==> config.mk <==
export PLATFORM = sky130hd
export DESIGN_NAME = score_bcd_counter
export DESIGN_NICKNAME = d
export VERILOG_FILES = /design/src/rtl/snake_pkg.sv /design/src/rtl/bcd_digit.sv /design/src/rtl/score_bcd_counter.sv
export SDC_FILE = /design/constraint.sdc
export NUM_CORES = 1
export LEC_CHECK = 0
export CAP_MARGIN = 20
export CORE_MARGIN = 2
export CORE_UTILIZATION = 40
export DETAILED_ROUTE_END_ITERATION = 12
export PLACE_DENSITY = 0.81
export SLEW_MARGIN = 20
export SYNTH_ARGS = -nofsm -noshare
export SYNTH_HDL_FRONTEND = slang
export SYNTH_SLANG_ARGS = --single-unit
==> constraint.sdc <==
create_clock -name clk -period 1.5 [get_ports clk]
set_clock_uncertainty 0.2 [all_clocks]
set_input_delay 0.3 -clock clk [delete_from_list [all_inputs] [get_ports clk]]
set_output_delay 0.3 -clock clk [all_outputs]
set_load 0.01 [all_outputs]
==> src/rtl/snake_pkg.sv <==
// Shared types and limits for the Snake score path.
// BCD digit type plus the 99 ceiling used by the score counter.
package snake_pkg;

   typedef logic [3:0] bcd_t;

   localparam bcd_t BCD_MAX        = 4'd9;
   localparam bcd_t SCORE_MAX_TENS = 4'd9;
   localparam bcd_t SCORE_MAX_ONES = 4'd9;

endpackage

==> src/rtl/bcd_digit.sv <==
// One decade (0-9) counter; q is registered, carry is combinational (en && q==9).
// No backpressure: sat_hold blocks the step so the parent can decide saturate vs wrap.
module bcd_digit
   import snake_pkg::*;
(
   input  logic clk,
   input  logic reset,
   input  logic clr,
   input  logic en,
   input  logic sat_hold,
   output bcd_t q,
   output logic carry
);

   assign carry = en && (q == BCD_MAX);

   always_ff @(posedge clk or posedge reset) begin
      if (reset) begin
         q <= '0;
      end else if (clr) begin
         q <= '0;
      end else if (en && !sat_hold) begin
         q <= (q == BCD_MAX) ? '0 : q + 4'd1;
      end
   end

endmodule

==> src/rtl/score_bcd_counter.sv <==
// Two-digit BCD score for the display stage; digits update one clk after the eat event, no backpressure.
// Optional high-score register (game_over rising edge) is built when SCORE_HIGH_SCORE_EN is defined.
module score_bcd_counter
   import snake_pkg::*;
#(
   parameter int WRAP        = 0,
   parameter int EDGE_DETECT = 1
)
(
   input  logic clk,
   input  logic reset,
   input  logic eat,
   input  logic clear,
   input  logic game_over,
   output bcd_t ones,
   output bcd_t tens,
   output logic at_max,
   output logic wrapped
`ifdef SCORE_HIGH_SCORE_EN
  ,output bcd_t hi_ones,
   output bcd_t hi_tens
`endif
);

   logic eat_q;
   logic inc;
   logic step;
   logic sat_hold;
   logic ones_carry;
   logic tens_carry;

   assign inc      = (EDGE_DETECT != 0) ? (eat & ~eat_q) : eat;
   // clear and game_over both swallow the event before it reaches the digits
   assign step     = inc & ~clear & ~game_over;
   assign at_max   = (tens == SCORE_MAX_TENS) && (ones == SCORE_MAX_ONES);
   assign sat_hold = (WRAP == 0) && at_max;

   bcd_digit u_ones (
      .clk      (clk),
      .reset    (reset),
      .clr      (clear),
      .en       (step),
      .sat_hold (sat_hold),
      .q        (ones),
      .carry    (ones_carry)
   );

   bcd_digit u_tens (
      .clk      (clk),
      .reset    (reset),
      .clr      (clear),
      .en       (ones_carry),
      .sat_hold (sat_hold),
      .q        (tens),
      .carry    (tens_carry)
   );

   // tens carry only fires on a 99 -> 00 step, so it marks the rollover
   always_ff @(posedge clk or posedge reset) begin
      if (reset) begin
         eat_q   <= 1'b0;
         wrapped <= 1'b0;
      end else begin
         eat_q   <= eat;
         wrapped <= (WRAP != 0) && tens_carry;
      end
   end

`ifdef SCORE_HIGH_SCORE_EN
   logic go_q;

   always_ff @(posedge clk or posedge reset) begin
      if (reset) begin
         go_q    <= 1'b0;
         hi_ones <= '0;
         hi_tens <= '0;
      end else begin
         go_q <= game_over;
         if (game_over && !go_q && ({tens, ones} > {hi_tens, hi_ones})) begin
            hi_ones <= ones;
            hi_tens <= tens;
         end
      end
   end
`endif

endmodule

==> results.md <==
- Max-cap viol count: 0
- Peak VDD IR: approximately 0.00044 V
- Worst r2r src: u_ones.q[0]
- Placed insts: 94
- Layout area overhead: 65.0%
- Endpoint class of the critical path: primary output
- Ys Warns: 0
- Worst path slowest cell: dfrtp_1
- Largest net degree at the start of global routing: 10
- CP arrival: between 1 and 1.5 ns
- Reg2reg end: u_ones.q[2]
- Cell accounting for the most synthesized area: dfrtp_1
- Worst r2r path cells: 5
- DRC violations left: 0
- CTS Buffer Depth: 2
- Final core occ: between 60% and 70%
- Mapped Avg Cell Area: 9.80 um^2
- Startpoint type of the worst setup path: flip-flop
- Total congestion overflow: 0
- Worst min-delay path class: in -> async
- First-iteration detailed-routing DRC count: 8
- Status: finished, violations left
- Post-route insts no fill: ~100
- Top-count cell post-synth: dfrtp_1
- Syn Nets: 63
- Min setup slack post-route: -0.195 ns
- Final setup viols: 7
- Core area: 1270 um^2
- Clock power frac: between 30 and 40%
- Post-synthesis instance total: 54
- Cts bufs inserted: 3
- Drt wl/cell: approximately 13 um
- Clock sink total: 9
- GPL Wtd Cong: a little under 0.8
- DP HPWL: roughly 940 um
- Gr usage total: a little under 20%
- EDFF count, synth: 0
- Total number of vias: roughly 520
- Fmax: 0.590 GHz
- DRT Pass-1 Iters: 3
- Synth top area share: ~43%
- Synth Register Bits: 9
- Most common flop cell mapped by yosys: dfrtp_1
- Kind of critical path: reg -> out
- Io pins: 15
- Slew Limit Fails: 0
- Psw: about 120 uW
- Worst stage delay on the critical path: about 0.38 ns
- Synth top area cells: dfrtp_1, ha_1, xor2_1
- Vias in the first global route: roughly 510
- Clock slew at reported path FFs: about 0.06 ns
- Final min period: roughly 1.7 ns
- ANT cells: 0
- Seq pwr share: about 50%
- Die span in y: slightly above 40 um
- Hold-fix buffers, CTS: 0
- Internal power: approximately 380 uW
- Pwr Total: 498 uW
- Worst path required time: 1.00 ns
- # rows: 13
- # nets final: slightly below 100
- Vias/cell: ~5.1
- Layout cells sized above 1: around half
- Total length of routed wires: between 1000 and 1500 um
- Crit-path max FO: 2
- Synth unique cells: 23
- Global-route wire length before repair: between 2000 and 2500 um
- Reg2Reg Setup Slack: -0.14 ns
- Cell Chain, Critical Path: inv_2 -> ha_4 -> nand3b_1 -> nor2_1 -> buf_2
- Commonest cells in the netlist: dfrtp_1, nand2_1, ha_1, nor2_1, o21ai_0
- I/O Buffers: 13
- Clock latency on the worst-skew pair: approximately 0.26 ns
- Chip Width: about 40 um
- CTS tree: done
- Async SR Flop Fraction: 100%
- Combinational share of power: between 10 and 15%
- H-tree Lvls: 1
- Failing checks: setup timing
- Post-DRT Antenna Nets: 0
- Initial antenna violation count: 0
- Cell Area, Synth: roughly 530 um^2
- Pwr dens: 570 nW/um^2
- Die ar.: between 1500 and 2000 um^2
- Period utilization: 113%
- Starting density of the core: a little over two fifths
- RSZ-0062 raised after global routing: yes
- Lkg Pwr: 0.434 nW
- CTS root buf: clkbuf_4
- Switching share of power: between 20% and 30%
- Post-synthesis sequential area ratio: between 40% and 50%
- Final hold violation count: 0
[what timing repair did]
action                     4_1_cts  5_1_grt
pin swaps                       12       13
setup endpoints to repair       17       10
gates resized for setup         52       12
setup buffers                    5        2
[worst max-delay path: cells and delay by family (launching register included)]
family	cells	cell delay [ns]
adders and majority gates	1	0.13
buffers and inverters	2	0.20
and+or+nand+nor	2	0.23
DFF	1	0.38
[state kept, by name, summed over array words and instances, names as in the netlist]
name / count
u_tens.q: 4
eat_q: 1
u_ones.q: 4
[through the flow]
stage               area, um^2  setup slack [ns]  hold slack [ns]  setup TNS, ns
global route               873            -0.273           0.0959          -1.27
detailed placement         766            -0.533            0.388          -3.93
CTS                        818            -0.216            0.103         -0.691
global placement           766            -0.468            0.379          -3.44
floorplan                  531           -0.0798          -0.0721         -0.159
finish                     873            -0.195           0.0985         -0.615
[worst max path at each step]
stage	start	end	slack, ns
2_1_floorplan	u_ones.q[1]	u_tens.q[1]	-0.08
3_3_place_gp	game_over	u_ones.q[2]	-0.47
3_5_place_dp	game_over	u_tens.q[1]	-0.53
4_1_cts	u_tens.q[1]	at_max	-0.22
5_1_grt	u_ones.q[1]	at_max	-0.27
6_report	u_ones.q[1]	at_max	-0.20
[kinds of logic (layout without fill, tap and decap cells)]
family,after synthesis,count (layout),synth area share (%)
and+or+nand+nor,24,24,28.1
DFF,9,9,42.6
AOI/OAI and AO/OA,8,8,8.51
xor gates and xnor gates,3,3,4.97
adders and majority gates,4,4,9.46
other,1,1,0.709
buffers and inverters,5,38,5.67
[cell usage in the layout (no fill, tap or decap), drive strengths merged]
master	count
dfrtp	9
xor2	3
nor4b	1
ha	4
nand4bb	1
nand2b	1
clkbuf	4
clkdlybuf4s50	1
nand3b	2
or3	1
conb	1
inv	3
or2	1
buf	27
nand4	2
dlygate4sd2	3
and3	1
a22o	1
o21ai	4
nor2	4
a21oi	2
nand2	6
nand3	3
and3b	1
o22ai	1
[layer usage]
metal  vias up  wire length, um  track usage (%)
met4         0               41             10.0
met5         -                0                0
met1       248              543             23.1
met2        13              734             34.1
li1        256                -                -
met3         5               43             3.33
[cell type report]
type	count	area [um^2]
fill	93	395
timing repair buffer	31	245
inverter	3	11.3
tap	15	18.8
sequential	9	226
clock buffer	4	26.3
multi-input combinational	40	345
[power groups by stage]
stage	clock (mW)	combinational (mW)	sequential [mW]
after global placement	0	0.0476	0.253
after detailed placement	0	0.0485	0.253
final	0.188	0.0604	0.249
after global routing	0.214	0.0659	0.249
after CTS	0.195	0.0541	0.249
after floorplan	0	0.0218	0.255
(Power assumes the default switching activity.)
